===== src/rtl/bam_pkg.sv =====
// Shared widths, break levels and unlocking key for the locked broken-array multiplier.
package bam_pkg;
  localparam int OP_W  = 8;
  localparam int RES_W = 16;
  localparam int KEY_W = 32;

  localparam int HBL_DEF = 0;
  localparam int VBL_DEF = 4;
  localparam logic [KEY_W-1:0] KEY_CORRECT_DEF = 32'hB544B006;

  // A key bit of 1 selects an XNOR gate, 0 an XOR gate, so the correct key is transparent.
  function automatic logic key_gate(input logic i_net, input logic i_key, input logic i_kc);
    return i_kc ? ~(i_net ^ i_key) : (i_net ^ i_key);
  endfunction
endpackage


===== src/rtl/bam_full_adder.sv =====
// One-bit full adder cell used throughout the carry-save array and final ripple row.
module bam_full_adder (
  input  logic i_a,
  input  logic i_b,
  input  logic i_c,
  output logic o_sum,
  output logic o_cry
);
  assign o_sum = i_a ^ i_b ^ i_c;
  assign o_cry = (i_a & i_b) | (i_a & i_c) | (i_b & i_c);
endmodule


===== src/rtl/broken_array_multiplier8_xor_enc32.sv =====
// Key-locked 8x8 broken-array approximate multiplier with a registered 16-bit result.
module broken_array_multiplier8_xor_enc32
  import bam_pkg::*;
#(
  parameter int HBL = HBL_DEF,
  parameter int VBL = VBL_DEF,
  parameter logic [KEY_W-1:0] KEY_CORRECT = KEY_CORRECT_DEF
) (
  input  logic              clk_i,
  input  logic              rst_ni,
  input  logic [OP_W-1:0]   operand1_i,
  input  logic [OP_W-1:0]   operand2_i,
  input  logic [KEY_W-1:0]  keyinput,
  output logic [RES_W-1:0]  result_o
);
  logic [OP_W-1:0]        w_a_eff;
  logic [OP_W-1:0]        w_b_eff;
  logic [OP_W:0][RES_W-1:0] w_sum;
  logic [OP_W:0][RES_W-1:0] w_cry;
  logic [RES_W-1:0]       w_rc;
  logic [RES_W-1:0]       w_p;
  logic [RES_W-1:0]       w_p_locked;
  logic [RES_W-1:0]       r_result;

  for (genvar j = 0; j < OP_W; j++) begin : g_op_gate
    assign w_a_eff[j] = key_gate(operand1_i[j], keyinput[16+j], KEY_CORRECT[16+j]);
    assign w_b_eff[j] = key_gate(operand2_i[j], keyinput[24+j], KEY_CORRECT[24+j]);
  end

  assign w_sum[0] = '0;
  assign w_cry[0] = '0;

  // Each row compresses (sum, carry, partial-product row) 3:2; omitted cells are tied
  // to 0 so their adders collapse away in synthesis.
  for (genvar i = 0; i < OP_W; i++) begin : g_row
    assign w_cry[i+1][0] = 1'b0;
    for (genvar k = 0; k < RES_W; k++) begin : g_col
      logic w_pp;
      if (k >= i && (k - i) < OP_W && i >= HBL && k >= VBL) begin : g_cell
        assign w_pp = w_b_eff[i] & w_a_eff[k-i];
      end else begin : g_hole
        assign w_pp = 1'b0;
      end
      if (k < RES_W-1) begin : g_fa
        bam_full_adder u_fa (
          .i_a  (w_sum[i][k]),
          .i_b  (w_cry[i][k]),
          .i_c  (w_pp),
          .o_sum(w_sum[i+1][k]),
          .o_cry(w_cry[i+1][k+1])
        );
      end else begin : g_msb
        assign w_sum[i+1][k] = w_sum[i][k] ^ w_cry[i][k] ^ w_pp;
      end
    end
  end

  // Final ripple-carry row; the product never overflows, so the MSB carry is not formed.
  assign w_rc[0] = 1'b0;
  for (genvar k = 0; k < RES_W; k++) begin : g_rca
    if (k < RES_W-1) begin : g_fa
      bam_full_adder u_fa (
        .i_a  (w_sum[OP_W][k]),
        .i_b  (w_cry[OP_W][k]),
        .i_c  (w_rc[k]),
        .o_sum(w_p[k]),
        .o_cry(w_rc[k+1])
      );
    end else begin : g_msb
      assign w_p[k] = w_sum[OP_W][k] ^ w_cry[OP_W][k] ^ w_rc[k];
    end
    assign w_p_locked[k] = key_gate(w_p[k], keyinput[k], KEY_CORRECT[k]);
  end

  always_ff @(posedge clk_i or negedge rst_ni) begin
    if (!rst_ni) r_result <= '0;
    else         r_result <= w_p_locked;
  end

  assign result_o = r_result;
endmodule


===== config.mk =====
export PLATFORM = sky130hd
export DESIGN_NAME = broken_array_multiplier8_xor_enc32
export DESIGN_NICKNAME = d
export VERILOG_FILES = /design/src/rtl/bam_pkg.sv /design/src/rtl/bam_full_adder.sv /design/src/rtl/broken_array_multiplier8_xor_enc32.sv
export SDC_FILE = /design/constraint.sdc
export NUM_CORES = 1
export LEC_CHECK = 0
export CORE_UTILIZATION = 47
export DETAILED_ROUTE_END_ITERATION = 7
export GPL_TIMING_DRIVEN = 0
export PLACE_DENSITY_LB_ADDON = 0.05
export SLEW_MARGIN = 5
export SYNTH_ARGS = -nofsm -noshare
export SYNTH_HDL_FRONTEND = slang
export SYNTH_SLANG_ARGS = --single-unit
export TNS_END_PERCENT = 100

===== constraint.sdc =====
create_clock -name clk_i -period 0.8 [get_ports clk_i]
set_clock_uncertainty 0.2 [all_clocks]
set_input_delay 0.16 -clock clk_i [delete_from_list [all_inputs] [get_ports clk_i]]
set_output_delay 0.16 -clock clk_i [all_outputs]
set_load 0.03 [all_outputs]

==> impl_results.md, run 1 <==
* Status: finished, violations left
* Failing checks: hold timing, setup timing
* Setup CP Type: primary input to flip-flop
* Die extent in x at 67.94 um
* Int Pwr at 0.006158 W
* Routed Wire Length at 3.958 mm
* CTS tree: yes
* Register area share after synthesis at 19.60%
* Fmax at 0.1637 GHz
* Clock period minus worst slack at 6.108 ns
* Fraction of layout cells with a size suffix above 1 at 45.56%
* IO buf count at 65
* Synth area leader: fa_1
* Net Sw Power at 0.004783 W
* Setup crit end kind: flip-flop
* Initial antenna violation count at 0
* RePlAce Congestion at 0.7037
* Initial DRC count at 40
* Antenna Violating Nets Remaining at 0
* Mapped Cells at 185
* Post-placement cell area at 2885 um^2
* CP Launch Type: primary input
* Commonest non-fill, non-tap cell in the layout: nor2_1
* Detailed Routing Iterations Pass 1 at 4
* Adder-Cell Fraction of Synth Area at 46.05%
* DP Wirelength at 3.074 mm
* Pwr dens at 3351 nW/um^2
* Total GRT Usage at 18.55%
* Post-route cell area at 3266 um^2
* Clk slew on worst S/H paths at 0.06 ns
* Row count at 23
* Grt total ovfl at 0
* Most common cell on crit path: fa_2
* Max Buffers Root-to-Sink at 2
* Seq cells post-synth at 16
* Max reg flops at 16
* Rel. slew slack at 60.18%
* Number of CTS-inserted buffers at 3
* Setup ws final at -5.308 ns
* Largest family of logic cells by synthesized area: adder cells
* Slew @ Worst Pin at 0.5931 ns
* CP bufs+invs at 4
* CORE AREA at 4086 um^2
* Hold WS at -0.3792 ns
* Post-synthesis compound-gate area fraction at 0%
* Routed vias/inst at 4.794
* Crit path cell chain: buf_8 > xnor2_4 > nor2_1 > ha_2 > inv_2 > fa_1 > inv_2 > fa_2 > fa_2 > fa_2 > fa_2 > fa_1 > ha_4 > fa_2 > fa_2 > fa_2 > inv_2 > fa_2 > fa_2 > fa_2 > xnor2_1
* Final Max Tran Viols at 0
* Max cap viols at 0
* Synthesis Warnings at 0
* Design Power at 0.01094 W
* Synth top area share at 41.15%
* Top cells by area, synth: fa_1 41%, dfrtp_1 20%, nor2_1 7.3%, inv_1 6.2%, xor2_1 6.0%
* Via count at 1534
* Slowest CP cell: fa_2
* Final Cycle Share at 763.5%
* DRC Markers at 0
* First-pass GRT wire length at 6.306 mm
* Comb pwr share at 80.3%
* Vias in the first global route at 1477
* H-tree levels at 1
* Worst VDD drop at 2.038 mV
* Xor/xnor share of the synthesized area at 16.60%
* Final hold vios at 16
* DIE AREA at 4615 um^2
* Avg Cell Area, Syn at 11.04 um^2
* Die Y at 67.94 um
* Reg power frac at 13.3%
* Synth Area in Simple Gates at 11.51%
* RSZ-0062 raised after global routing: true
* Most frequent cells in the layout: 33 x nor2_1, 32 x clkdlybuf4s50_1, 26 x buf_6
* Layout area overhead at 59.83%
* Placed cells at 300
* Final Setup Violations at 28
* Hold WC Path Type: primary input to asynchronous set/reset pin
* Clock power share at 6.4%
* Synth cell types at 12
* Clock Sinks at 16
* Req. time, crit path at 0.74 ns
* Leak at 1.402 nW
* Clk Tree Root Cell: clkbuf_8
* Multiplexer share of the synthesized area at 0%
* Nets at 371
* Max incr delay on CP at 0.59 ns
* Post-Synthesis Cell Area at 2043 um^2
* Largest net degree at the start of global routing at 17
* Net Sw Frac at 43.72%
* Initial Util at 50.00%
* Net Count, Synth at 285
* Drt wl/cell at 12.37 um
* Critical Path AT at 6.05 ns
* Worst-path maximum fanout at 3
* Post-route insts no fill at 320
* Final Core Density at 79.91%
* Crit-path leading delay family: adder cells
* Diode count at 0
* I/O pin cnt at 66
-- metal layers --
layer	up-vias	wire (um)	track usage (%)
met1	789	1383	22.12
met2	43	2296	34.31
met4	0	59	4.427
li1	696	-	-
met5	-	0	0
met3	6	220	3.167
-- power by group through the flow --
stage / clock network, W / logic, W / registers (W)
2_1_floorplan: 0 / 0.00539 / 0.00208
3_3_place_gp: 0 / 0.00782 / 0.00139
3_5_place_dp: 0 / 0.00817 / 0.00140
4_1_cts: 0.000725 / 0.00869 / 0.00146
5_1_grt: 0.000761 / 0.0100 / 0.00150
6_report: 0.000702 / 0.00878 / 0.00146
-- final cells by class --
class	count	area (um^2)
Tap cell	50	62.56
Fill cell	266	820.8
Multi-Input combinational cell	135	1800
Sequential cell	16	419.2
Inverter	34	127.6
Clock buffer	4	55.05
Timing Repair Buffer	81	800.8
-- synth_stat cells --
cell type,number
nor2_1,40
fa_1,42
xor2_2,3
nand2b_1,9
nand2_1,1
dfrtp_1,16
or2_1,4
ha_1,8
xor2_1,14
inv_1,34
xnor2_2,6
xnor2_1,8
-- repair_timing --
| item | CTS | global route |
|---|---|---|
| setup buffers | 15 | 1 |
| endpoints found under the hold margin | 16 | 16 |
| gates cloned | 0 | 0 |
| endpoints found under the setup margin | 44 | 44 |
| resized for setup | 206 | 28 |
| pin swaps | 43 | 31 |
-- worst max path at each step --
| stage | from | to | cells after the start |
|---|---|---|---|
| 2_1_floorplan | operand1_i[7] | result_o[14] | 22 |
| 3_3_place_gp | keyinput[22] | result_o[14] | 23 |
| 3_5_place_dp | keyinput[22] | result_o[14] | 23 |
| 4_1_cts | operand1_i[6] | result_o[14] | 21 |
| 5_1_grt | operand2_i[2] | result_o[14] | 20 |
| 6_report | keyinput[23] | result_o[14] | 21 |
-- metrics by stage --
stage               worst slack [ns]  TNS, ns
floorplan                     -5.372   -47.98
global placement              -6.112   -73.85
detailed placement            -6.186   -74.88
CTS                           -5.533   -53.65
global route                  -5.489   -54.02
finish                        -5.308   -52.21
-- cells by family (layout without fill, tap and decap cells) --
group,after synthesis,in the layout
simple gates,54,54
fa+ha+maj,50,50
buf+inv,34,119
xor+xnor,31,31
flops,16,16
Note: power is estimated with default switching activity, not from simulation.
==> run 2, diff against run 1 <==
Settings changed: CORE_MARGIN from default to 2.
==> run 2 against run 1 <==
The run still ends with hold timing, setup timing left. Total power is 0.49% higher. First-iteration DRC count grew 7.5%. Non-clock buffer count fell by 2. Combinational power up 2%. Die area increased by 6.0%. Sequential share of layout area up 0.23 points. Cell count is 0.63% lower. Critical endpoint unchanged. Largest cell class unchanged.
==> impl_results.md, run 2 (synthesis gave the netlist of run 1 again) <==
* Status: finished, violations left
* Failing checks: hold timing, setup timing
* Total GRT Usage at 17.23% (-1.3 points)
* Max reg flops at 16 (unchanged)
* DRC Markers at 0 (unchanged)
* IO buf count at 65 (unchanged)
* Die Y at 69.94 um (+2.9%)
* Vias in the first global route at 1604 (+8.6%)
* Global route hottest layer: met2
* Grt total ovfl at 0 (unchanged)
* RePlAce Congestion at 0.7462 (+6.0%)
* Max Buffers Root-to-Sink at 2 (unchanged)
* Max cap viols at 0 (unchanged)
* Detailed Routing Iterations Pass 1 at 4 (unchanged)
* Row count at 23 (unchanged)
* Number of CTS-inserted buffers at 3 (unchanged)
* RSZ-0062 raised after global routing: true
* Layout area overhead at 57.07%
* Via count at 1521 (-0.85%)
* Design Power at 0.01100 W (+0.49%)
* Fraction of layout cells with a size suffix above 1 at 44.03% (-1.5 points)
* Fillers at 271 (+1.9%)
* CTS tree: yes
* Clk slew on worst S/H paths at 0.06 ns (about the same)
* Worst VDD drop at 1.706 mV (-16%)
* Clk Tree Root Cell: clkbuf_8
* Hold WS at -0.3663 ns (+0.01292 ns)
* Clock period minus worst slack at 6.151 ns (+0.04328 ns)
* Met3 usage at 3.463% (+0.30 points)
* Rel. slew slack at 62.57% (+2.4 points)
* Die extent in x at 69.94 um (+2.9%)
* Most frequent cells in the layout: 33 x nor2_1, 32 x clkdlybuf4s50_1, 25 x fa_1
* Hold WC Path Type: primary input to asynchronous set/reset pin
* Final Max Tran Viols at 0 (unchanged)
* Setup ws final at -5.351 ns (-0.04328 ns)
* Worst-path maximum fanout at 4 (+1)
* Critical Path AT at 6.09 ns (+0.04 ns)
* DIE AREA at 4891 um^2 (+6.0%)
* CORE AREA at 4086 um^2 (unchanged)
* Req. time, crit path at 0.73 ns (about the same)
* Diode count at 0 (unchanged)
* Setup CP Type: primary input to flip-flop
* CP Launch Type: primary input
* Setup TNS at -52.54 ns (-0.3358 ns)
* Initial DRC count at 43 (+7.5%)
* Post-route cell area at 3209 um^2 (-1.7%)
* Pwr dens at 3426 nW/um^2 (+2.3%)
* Largest net degree at the start of global routing at 17 (unchanged)
* First-pass GRT wire length at 6.796 mm (+7.8%)
* DP Wirelength at 3.181 mm (+3.5%)
* Initial Util at 50.00% (unchanged)
* Setup crit end kind: flip-flop
* CP startpoint: operand2_i[1]
* Grt met1 use at 20.17% (-2.0 points)
* Routed Wire Length at 4.042 mm (+2.1%)
* Leak at 1.380 nW (-1.5%)
* Antenna Violating Nets Remaining at 0 (unchanged)
* Slew @ Worst Pin at 0.5574 ns (-0.03571 ns)
* Post-placement cell area at 2885 um^2 (unchanged)
* Final Setup Violations at 28 (unchanged)
* Commonest non-fill, non-tap cell in the layout: nor2_1
* Final hold vios at 16 (unchanged)
* I/O pin cnt at 66 (unchanged)
* Final Cycle Share at 768.9% (+5.4 points)
* Drt wl/cell at 12.71 um (+2.8%)
* Routed vias/inst at 4.783 (-0.22%)
* H-tree levels at 1 (unchanged)
* Nets at 369 (-0.54%)
* Clock Sinks at 16 (unchanged)
* Fmax at 0.1626 GHz (-0.70%)
* Initial antenna violation count at 0 (unchanged)
* Met2 usage at 33.23% (-1.1 points)
## run 2: cell count changes in the layout (fill, tap and decap cells not counted), sizes merged
cell	change
dlygate4sd2	+3
buf	-5
## run 2: worst paths after layout
check	end	slack, ns	cells past startpoint
max	result_o[14]	-5.35	21
min	result_o[14]	-0.37	1
max in group asynchronous	result_o[7]	0.45	1
min in group clk_i	result_o[0]	0.15	1
## run 2: area by class of cell
| cell class | instances | area [um^2] | share of cell area [%] |
|---|---|---|---|
| well taps | 50 | 62.56 | 1.949 |
| clock buffers | 4 | 45.04 | 1.404 |
| flip-flops and latches | 16 | 419.2 | 13.06 |
| repair buffers | 79 | 764.5 | 23.82 |
| multi-input cells | 135 | 1790 | 55.79 |
| inverters | 34 | 127.6 | 3.977 |
## run 2: routing by layer
layer / vias to the layer above / routed length, um
met5: - / 0
met4: 0 / 31
met3: 9 / 197
met2: 50 / 2298
met1: 771 / 1514
li1: 691 / -
## run 2: worst max-delay path, cell delays in order
cell and delay, ns:
buf_2 0.13, xnor2_4 0.22, nor2_2 0.05, ha_1 0.30
inv_2 0.04, fa_1 0.48, inv_2 0.04, fa_2 0.57
fa_2 0.45, fa_2 0.37, fa_1 0.57, fa_1 0.46
ha_4 0.19, fa_2 0.33, fa_2 0.35, fa_2 0.34
inv_2 0.06, fa_2 0.19, fa_2 0.19, fa_2 0.43
xnor2_1 0.13
## run 2: repair_timing
| action | 4_1_cts | 5_1_grt |
|---|---|---|
| hold endpoints to repair | 16 | 16 |
| gates resized for setup | 201 | 15 |
| buffers inserted | 13 | 1 |
| endpoints found under the setup margin | 44 | 44 |
| pin swaps | 23 | 10 |
## run 2: metrics by stage
| stage | worst slack [ns] | util [%] | instances |
|---|---|---|---|
| 6_report | -5.351 | 78.54 | 318 |
| 3_5_place_dp | -6.159 | 70.61 | 300 |
| 4_1_cts | -5.378 | 77.46 | 317 |
| 3_3_place_gp | -6.104 | 70.61 | 300 |
| 2_1_floorplan | -5.372 | - | 185 |
| 5_1_grt | -5.486 | 78.54 | 318 |
## run 2: power by group
| group | internal (W) | switching [W] | total [W] | leakage [nW] |
|---|---|---|---|---|
| registers | 0.00132 | 0.000144 | 0.00146 | 0.172 |
| clock network | 0.000352 | 0.000262 | 0.000615 | 0.0228 |
| logic | 0.00448 | 0.00444 | 0.00892 | 1.19 |
| total | 0.00615 | 0.00484 | 0.0110 | 1.38 |
